<file path="src/rtl/shifter_share_arbiter_pkg.sv">
// Shared definitions for the shared-rotator arbiter: FSM encodings,
// rotate-direction constants and the fixed datapath width.
package shifter_share_arbiter_pkg;

   localparam int W = 6;

   localparam logic DIR_LEFT  = 1'b1;
   localparam logic DIR_RIGHT = 1'b0;

   typedef enum logic {
      ST_IDLE = 1'b0,
      ST_RESP = 1'b1
   } state_t;

endpackage

</file>
<file path="src/rtl/shifter_share_arbiter_shifter.sv">
// Combinational 6-bit rotator. The rotate amount is taken modulo 6, so
// shamt 6 is a no-op and shamt 7 behaves as a single-step rotate.
module SixBitShifter
   import shifter_share_arbiter_pkg::*;
(
   input  logic       direction,
   input  logic [2:0] shamt,
   input  logic [5:0] xVal,
   output logic [5:0] shiftedVal
);

   logic [2:0]  amt;
   logic [3:0]  lsb;
   logic [11:0] dbl;

   // Reduce the amount mod 6, then pick a 6-bit window out of the doubled
   // operand; a left rotate by a is the window starting at 6-a, a right
   // rotate by a is the window starting at a.
   always_comb begin
      amt = (shamt >= 3'd6) ? (shamt - 3'd6) : shamt;
      dbl = {xVal, xVal};
      if (direction == DIR_LEFT) begin
         lsb = 4'd6 - {1'b0, amt};
      end else begin
         lsb = {1'b0, amt};
      end
      shiftedVal = dbl[lsb +: 6];
   end

endmodule

</file>
<file path="src/rtl/shifter_share_arbiter.sv">
// Two requesters share one rotator. A grant picks one pending command,
// the rotated result is registered and handed back on the winner's
// response channel. A result slot that drains in the same cycle can be
// refilled immediately, giving one command per cycle.
module shifter_share_arbiter
   import shifter_share_arbiter_pkg::*;
#(
   parameter int RR_EN = 1,
   parameter int W     = shifter_share_arbiter_pkg::W
) (
   input  logic         clk,
   input  logic         reset,
   input  logic [1:0]   req_valid,
   output logic [1:0]   req_ready,
   input  logic         req_dir0,
   input  logic         req_dir1,
   input  logic [2:0]   req_shamt0,
   input  logic [2:0]   req_shamt1,
   input  logic [W-1:0] req_data0,
   input  logic [W-1:0] req_data1,
   output logic [1:0]   rsp_valid,
   input  logic [1:0]   rsp_ready,
   output logic [W-1:0] rsp_data,
   output logic         busy
);

   generate
      if (W != 6) begin : g_bad_width
         $error("shifter_share_arbiter: W must be 6 to match the rotator");
      end
   endgenerate

   state_t       state_q, state_d;
   logic         owner_q, owner_d;
   logic         last_grant_q, last_grant_d;
   logic [W-1:0] rsp_data_q, rsp_data_d;

   logic         grant;
   logic         slot_free;
   logic         accept;
   logic         sh_dir;
   logic [2:0]   sh_shamt;
   logic [5:0]   sh_in;
   logic [5:0]   sh_out;

   // Pick a winner among the valid ports and steer its command into the
   // shared rotator; the slot is free when idle or when the current
   // result is being consumed this cycle.
   always_comb begin
      grant = 1'b0;
      unique case (req_valid)
         2'b01:   grant = 1'b0;
         2'b10:   grant = 1'b1;
         2'b11:   grant = (RR_EN != 0) ? ~last_grant_q : 1'b0;
         default: grant = 1'b0;
      endcase

      slot_free = (state_q == ST_IDLE) || rsp_ready[owner_q];
      accept    = slot_free && (req_valid != 2'b00);

      req_ready = 2'b00;
      if (accept) begin
         req_ready[grant] = 1'b1;
      end

      if (grant) begin
         sh_dir   = req_dir1;
         sh_shamt = req_shamt1;
         sh_in    = req_data1;
      end else begin
         sh_dir   = req_dir0;
         sh_shamt = req_shamt0;
         sh_in    = req_data0;
      end
   end

   SixBitShifter u_shifter (
      .direction  (sh_dir),
      .shamt      (sh_shamt),
      .xVal       (sh_in),
      .shiftedVal (sh_out)
   );

   // Next-state logic: an accept always loads a fresh result (even while
   // draining the old one); otherwise a consumed result returns to idle.
   always_comb begin
      state_d      = state_q;
      owner_d      = owner_q;
      last_grant_d = last_grant_q;
      rsp_data_d   = rsp_data_q;

      if (accept) begin
         state_d      = ST_RESP;
         owner_d      = grant;
         last_grant_d = grant;
         rsp_data_d   = sh_out;
      end else if ((state_q == ST_RESP) && rsp_ready[owner_q]) begin
         state_d = ST_IDLE;
      end
   end

   // State and result registers; reset discards any pending result and
   // primes last_grant so port 0 wins the first contention.
   always_ff @(posedge clk) begin
      if (reset) begin
         state_q      <= ST_IDLE;
         owner_q      <= 1'b0;
         last_grant_q <= 1'b1;
         rsp_data_q   <= '0;
      end else begin
         state_q      <= state_d;
         owner_q      <= owner_d;
         last_grant_q <= last_grant_d;
         rsp_data_q   <= rsp_data_d;
      end
   end

   // Response outputs come straight from the registered state.
   always_comb begin
      rsp_valid = 2'b00;
      if (state_q == ST_RESP) begin
         rsp_valid[owner_q] = 1'b1;
      end
      busy     = (state_q == ST_RESP);
      rsp_data = rsp_data_q;
   end

endmodule

</file>
<file path="config.mk">
export PLATFORM = sky130hd
export DESIGN_NAME = shifter_share_arbiter
export DESIGN_NICKNAME = d
export VERILOG_FILES = /design/src/rtl/shifter_share_arbiter_pkg.sv /design/src/rtl/shifter_share_arbiter_shifter.sv /design/src/rtl/shifter_share_arbiter.sv
export SDC_FILE = /design/constraint.sdc
export NUM_CORES = 1
export LEC_CHECK = 0
export ABC_AREA = 0
export CAP_MARGIN = 15
export CORE_UTILIZATION = 46
export CTS_BUF_LIST = sky130_fd_sc_hd__clkbuf_4 sky130_fd_sc_hd__clkbuf_8
export DETAILED_ROUTE_END_ITERATION = 7
export GPL_ROUTABILITY_DRIVEN = 0
export PLACE_DENSITY = 0.87
export SLEW_MARGIN = 20
export SYNTH_ARGS = -nofsm -noshare
export SYNTH_HDL_FRONTEND = slang
export SYNTH_SLANG_ARGS = --single-unit
export TNS_END_PERCENT = 20
</file>
<file path="constraint.sdc">
create_clock -name clk -period 5.78 [get_ports clk]
set_clock_uncertainty 0.05 [all_clocks]
set_input_delay 1.156 -clock clk [delete_from_list [all_inputs] [get_ports clk]]
set_output_delay 1.156 -clock clk [all_outputs]
set_load 0.005 [all_outputs]
</file>
==> impl.org, run 1 <==
** Worst setup path
- Data on the critical path arrives at its endpoint at 2.93 ns.
- In this run the worst path has a maximum fanout of 16.
- Among all stages on the critical path, the largest delay is contributed by sky130_fd_sc_hd__clkdlybuf4s50_1.
- Most Frequent Cell on Critical Path :: sky130_fd_sc_hd__clkdlybuf4s50_1
- The worst setup path is captured at a primary output.
- The worst setup path is launched from an input port.
- List of cells traversed by the critical path :: clkdlybuf4s50_1, a21bo_1, a21oi_1, clkdlybuf4s50_1
- Data required, critical path :: 4.57 ns
- Worst Reg2Reg Path Length in Cells :: 8
- Slowest cell delay on critical path :: 0.55 ns
- WS Path Type :: input port to primary output

** STA
- In the finished design, the share of the clock period the worst path needs comes to 71.64%.
- Final critical path time including I/O delays and setup :: 4.141 ns
- Unrepaired setup endpoints after global routing :: no
- Tightest Pin Transition :: 0.7137 ns
- The max-slew violation count came to 0.
- The worst path meets setup with 1.639 ns of slack.
- For this run, the top clock speed supported by timing is 0.2415 GHz.
- Headroom to the max-slew limit came out at 52.32%.
- Final hold vios :: 0
- Final hold analysis gives a worst-case slack of 0.4095 ns.
- Total Neg Setup Slack :: 0 ns
- Final setup violation count :: 0

** Drt
- The pre-antenna-repair detailed-routing pass consisted of 4 iterations.
- Wires add up to 2.087 mm.
- In this run the remaining antenna-violating nets after routing total 0.
- Post-detailed-route DRC marker count :: 0
- Dividing the detail-routed wire length by the instance count gives 13.21 microns.
- Initial detailed-routing violation count :: 6
- In the routed layout, each cell is associated on average with a via count of 5.639.
- Summing over every cut layer, the via total after detailed routing is 891.

** Power and ir drop
- The analysis attributes to cell leakage a power of 0.4569 nW.
- Of the total power, registers draw 33.5%.
- VDD sags by at most 0.0001744 V.
- The share of total power dissipated in the clock network is 22.6%.
- Net switching fraction of the power :: 30.06%
- Cell internal power was estimated by the tool at 0.1603 mW.
- Switching Power :: 0.06889 mW
- Combinational logic is responsible for 43.9% of the overall power.
- Cell area power density :: 188.3 nW/um^2
- After layout, the design draws a total of 0.2292 mW.

** Finish
- Cells with a size suffix above 1 make up 5.970% of the layout.
- ANT cells :: 0
- Fillers :: 122
- The area growth from synthesis to layout is 47.65%.
- At the end of the flow, the number of nets in the layout was 162.
- Final non-filler cell area :: 1217 sq um
- Final cell utilization of the core :: 76.37%
- Excluding fillers, the count of instances in the completed layout stands at 158.

** Synthesis
- For this run, asynchronously set or reset flops after synthesis account for 0%.
- For this run, the leading register cell type out of synthesis is sky130_fd_sc_hd__dfxtp_1.
- By area the synthesized netlist is led by sky130_fd_sc_hd__dfxtp_1, sky130_fd_sc_hd__mux2i_1, sky130_fd_sc_hd__nor2b_1.
- EDFF count, synth :: 0
- Average footprint of a synthesized cell :: 8.329 sq um
- In the synthesized netlist, the number of instances is 99.
- Cell with the most instances after synthesis :: sky130_fd_sc_hd__mux2i_1
- Number of synthesized register bits :: 9
- Number of library cell types mapped by synthesis :: 30
- Net count of the mapped netlist :: 126
- Sequential elements use 21.85% of the synthesized area.
- Fraction of synthesized cell area taken by the top area cell type :: 21.85%
- By count the netlist is led by sky130_fd_sc_hd__mux2i_1, sky130_fd_sc_hd__nand2_1, sky130_fd_sc_hd__nor2b_1.
- Combined area of all synthesized cells :: 824.5 sq um
- Cell type contributing the most total cell area after synthesis :: sky130_fd_sc_hd__dfxtp_1
- For this run, the number of Yosys warnings is 0.

** Clock tree
- Root Driver :: sky130_fd_sc_hd__clkbuf_4
- Post-CTS repair changed the size of 0 cells.
- Post-CTS timing repair inserted 0 buffers for setup.
- TritonCTS built the clock tree.
- The number of clock buffers added by TritonCTS is 3.
- Hold repair after CTS inserted 0 buffers.
- Clk slew on worst S/H paths :: 0.05 ns
- Number of sinks on the clock net :: 9
- Clock latency on the worst-skew pair :: 0.26 ns
- Number of H-tree branching levels :: 1
- The clock passes through at most 2 buffers.

** Placed design
- Detailed placement ended at an HPWL of 1.652 mm.
- Cell count after placement :: 154
- OpenSTA, run right after detailed placement, puts the worst setup slack at 1.674 ns.
- Summing all placed instances gives a cell area of 1187 sq um.
- Buffers placed on the I/O ports in this run total 36.

** Floorplan
- Overall die width :: 44.34 microns
- Die area :: 1966 sq um
- Number of rows in the core area :: 14
- For this design the top-level I/O count stands at 37.
- Initial core utilization :: 51.73%
- Measured along the y axis, the die boundary spans 44.34 microns.
- CORE AREA :: 1594 sq um

** Global routing
- Aggregate global-route resource usage :: 23.46%
- Global routing finished with a remaining overflow of 0.
- Global-route wire length before repair :: 3.436 mm
- The number of antenna violations at the first check in global routing was 0.
- Via count of the first global-routing pass :: 849
- Pin count of the biggest net entering global routing :: 17

** Status
- The flow ran to the end, and the final reports show no timing, DRC or antenna violations.

** Worst hold path
- Hold Path Stages :: 2
- The min-delay analysis places its worst path in the category register to register.

** Job
- Max-cap violations in this run came to 0.
==> cells by family after synthesis <==
group                      share of synthesized area [%]
adders and majority gates                          1.517
muxes                                              18.82
AOI/OAI and AO/OA                                  27.16
and+or+nand+nor                                    27.31
buffers and inverters                              3.338
DFF                                                21.85
==> routing by layer <==
metal / GRT usage [%] / vias up / share of wire [%]
li1: - / 447 / -
met5: 0 / - / 0
met3: 3.265 / 5 / 5.6
met1: 27.00 / 405 / 46
met4: 13.33 / 0 / 2.1
met2: 41.18 / 34 / 46
==> placed cells by master, fill, tap and decap left out, drive strengths merged, types with 2 or more instances in the layout <==
master,instances
o221ai,6
a21oi,7
nor4bb,2
mux2i,14
clkbuf,4
nand2b,2
nor3,2
o21ai,3
nand3b,2
dfxtp,9
a211oi,7
nor2,4
nand2,12
clkdlybuf4s50,36
nor2b,11
==> power by group through the flow <==
stage	combinational [mW]	sequential, mW	clock [mW]
global route	0.110	0.0778	0.0570
floorplan	0.0538	0.0779	0
detailed placement	0.100	0.0780	0
CTS	0.101	0.0767	0.0545
finish	0.101	0.0768	0.0517
global placement	0.0979	0.0774	0
==> critical path, delay by kind of cell <==
family,cells,cell delay (ns)
compound gates,2,0.70
buf+inv,2,1.07
==> final cells by class <==
type,instances,area [sq um],area share [%]
Multi-Input combinational cell,85,616.8,50.67
Timing Repair Buffer,36,360.3,29.60
Tap cell,24,30.03,2.467
Sequential cell,9,180.2,14.80
Clock buffer,4,30.03,2.467
==> state kept, by name, indices dropped and copies added (netlist names) <==
signal	cells
owner_q	1
last_grant_q	1
busy	1
rsp_data	6
==> worst paths after layout <==
| path | start | to | slack (ns) |
|---|---|---|---|
| max | req_valid[1] | req_ready[1] | 1.64 |
| min | rsp_data[4]$_SDFFE_PP0P_ | rsp_data[4]$_SDFFE_PP0P_ | 0.41 |
| max reg2reg | last_grant_q$_SDFFE_PP1P_ | rsp_data[0]$_SDFFE_PP0P_ | 3.14 |
| min reg2reg | rsp_data[4]$_SDFFE_PP0P_ | rsp_data[4]$_SDFFE_PP0P_ | 0.41 |
Note: power is estimated with default switching activity, not from simulation.
==> run 2, diff against run 1 <==
- CORE_UTILIZATION: 46 -> 43
- PLACE_DENSITY: 0.87 -> 0.82
- clock period: 5.78 -> 4 ns (I/O delays scaled with it)
==> run 2 against run 1 <==
  * Non-clock buffer count is 1 higher
  * Worst hold slack better by 0.0099 ns
  * Sequential share of layout area fell by 0.11 points
  * Final cell count rose by 1.3%
  * Flip-flop and latch count stayed put
  * Routed wire length fell by 6.7%
  * Cell area grew 0.72%
  * Sequential power up 45%
  * Power up 44%
  * Critical path type unchanged
  * Largest cell class unchanged
  * Largest power group unchanged
  * Highest routed layer unchanged
==> impl.org, run 2 (synthesis gave the netlist of run 1 again) <==
** Status
- The flow ran to the end, and the final reports show no timing, DRC or antenna violations.

** Finish
- After routing the design area is 1226 sq um.
- In the final layout, the share of cells above drive strength 1 is 6.667%.
- Flip-flop count of the largest register, all copies and words added :: 6
- The repair_antennas step left the layout with diodes totalling 0.
- Fin nets :: 163
- The library cells used most frequently in the layout, excluding fill and tap cells, are sky130_fd_sc_hd__clkdlybuf4s50_1, sky130_fd_sc_hd__mux2i_1, sky130_fd_sc_hd__nand2_1, sky130_fd_sc_hd__nor2b_1, sky130_fd_sc_hd__dfxtp_1.
- Area overhead of the layout relative to synthesis :: 48.71%
- Commonest non-fill, non-tap cell in the layout :: sky130_fd_sc_hd__clkdlybuf4s50_1

** Clock tree
- Post-CTS timing repair inserted 0 buffers for setup.
- Gates resized during post-CTS repair numbered 0.
- The clock reaches the later pin of the worst-skew pair after 0.25 ns.
- Number of H-tree branching levels :: 1
- # hold bufs at CTS :: 0
- Root Driver :: sky130_fd_sc_hd__clkbuf_4
- Clock tree synthesis found a total of 9 sinks.
- TritonCTS clock tree :: yes
- After clock tree synthesis, the clock-pin slew on the worst setup and hold paths is 0.05 ns.
- TritonCTS created 3 clock buffers.
- The clock passes through at most 2 buffers.

** Worst hold path
- Hold Path Origin :: rsp_data[1]$_SDFFE_PP0P_
- Hold Path Stages :: 2
- Endpoint, Worst Hold :: rsp_data[1]$_SDFFE_PP0P_
- In this run the worst hold path is classified as register to register.

** Drt
- Total number of vias :: 877
- Vias per cell :: 5.481
- After detailed routing, the number of remaining DRC violations is 0.
- Final routed wirelength across all metal layers :: 1.948 mm
- Initial detailed-routing violation count :: 8
- 1st-pass router iterations :: 4
- Antenna violation net count after detailed routing :: 0
- DR WL/cell :: 12.18 microns

** STA
- The hold violation total from the final report was 0.
- The max-slew violation count is 0.
- Hold timing on the final database bottoms out at a slack of 0.4194 ns.
- After routing, the total negative slack on setup checks comes to 0 ns.
- Worst slew slack as a fraction of its limit :: 66.83%
- For the pin with the worst max-slew slack, the measured transition is 0.4975 ns.
- Worst-case setup margin in the final layout :: 0.5803 ns
- Setup repair after global routing left no endpoint under its margin.
- Setup violations remaining at the end of the flow were counted as 0.
- Highest achievable clock rate :: 0.2924 GHz
- After layout, the worst path uses 85.49% of the clock period.
- The smallest clock period supported by the final layout is computed as 3.420 ns.

** Worst setup path
- The critical path goes through clkdlybuf4s50_1, a21bo_1, a21oi_1, clkdlybuf4s50_1.
- The worst setup path is of the input port to primary output kind.
- By instance count, the cell type seen most on the critical path is sky130_fd_sc_hd__clkdlybuf4s50_1.
- Together, buffers and inverters on the worst path number 2.
- The number of cells on the worst reg-to-reg path is 9.
- Highest fanout seen on the critical path :: 16
- Counting buffers and inverters, the worst setup path is 4 cells deep.
- At the worst endpoint, the required time is 3.15 ns.
- For this run, the slowest stage of the critical path takes 0.56 ns.
- The endpoint identified for the worst register-to-register timing path is rsp_data[5]$_SDFFE_PP0P_.
- The worst setup path is launched from an input port.
- The worst register-to-register path has a setup slack of 1.66 ns.
- In this design, the largest share of critical-path delay is due to buffers and inverters.
- The startpoint identified for the worst register-to-register timing path is last_grant_q$_SDFFE_PP1P_.
- At the worst endpoint, the arrival time is 2.57 ns.
- Slowest cell on the critical path :: sky130_fd_sc_hd__clkdlybuf4s50_1
- STA classifies the critical path endpoint as a primary output.

** Global routing
- Aggregate global-route resource usage :: 19.25%
- Global-route wire length before repair :: 2.946 mm
- Via count of the first global-routing pass :: 748
- Entering global routing, the biggest net connects 17 pins.
- Global-route congestion overflow total :: 0
- The number of antenna violations at the first check in global routing is 0.

** Power and ir drop
- Leak pwr :: 0.4619 nW
- Across the VDD grid, the largest voltage drop is 0.0002681 V.
- The design draws 0.3292 mW.
- Power spread over the standard cell area amounts to 268.4 nW/um^2.

** Floorplan
- For this configuration, the core starts out at a cell density of 46.74%.
- CORE AREA :: 1764 sq um
- Vertical die dimension :: 45.79 microns
- The floorplan has 15 rows.
- Pin placement for this block handled 37 I/O pins.
- Overall die width :: 45.79 microns
- Die area :: 2097 sq um

** Placed design
- Estimated wirelength of the detail-placed design :: 1.628 mm
- Cell Area, Placed :: 1196 sq um
- OpenSTA, run right after detailed placement, puts the worst setup slack at 0.5727 ns.
- Buffers placed on the I/O ports in this run total 36.

** Job
- Across the run, the number of max-cap violations was 0.
run 2: cell count changes in the layout (fill, tap and decap cells not counted):
cell	change
sky130_fd_sc_hd__buf_4	+1
run 2: power by group:
group	leakage, nW	internal (mW)	switching, mW
logic	0.369	0.0847	0.0608
clock network	0.0184	0.0450	0.0279
registers	0.0747	0.103	0.00793
run 2: worst min-delay path, stage by stage, from the launching register on:
cell                       delay (ns)
sky130_fd_sc_hd__dfxtp_1         0.33
sky130_fd_sc_hd__nand2_1         0.05
sky130_fd_sc_hd__o221ai_1        0.06
run 2: routing by layer:
layer	GRT usage [%]	wire length, microns
met1	24.82	893
met2	31.14	970
met3	2.778	61
met4	9.412	22
met5	0	0
run 2: layout make-up:
class / instances / area [sq um]
fill: 149 / 538.0
timing repair buffer: 37 / 367.9
multi-input combinational: 85 / 616.8
clock buffer: 4 / 30.03
sequential: 9 / 180.2
tap: 25 / 31.28
run 2: how the worst max path moves through the flow:
stage / from / to
final: req_valid[1] / req_ready[1]
after global routing: req_valid[1] / req_ready[1]
after CTS: req_valid[1] / req_ready[1]
after detailed placement: req_valid[1] / req_ready[1]
after global placement: req_valid[1] / req_ready[1]
after floorplan: req_valid[1] / rsp_data[3]$_SDFFE_PP0P_
run 2: metrics by stage:
step                      utilization, %  cells
after floorplan                        -     99
after global placement             67.80    156
after detailed placement           67.80    156
after CTS                          69.50    160
after global routing               69.50    160
final                              69.50    160
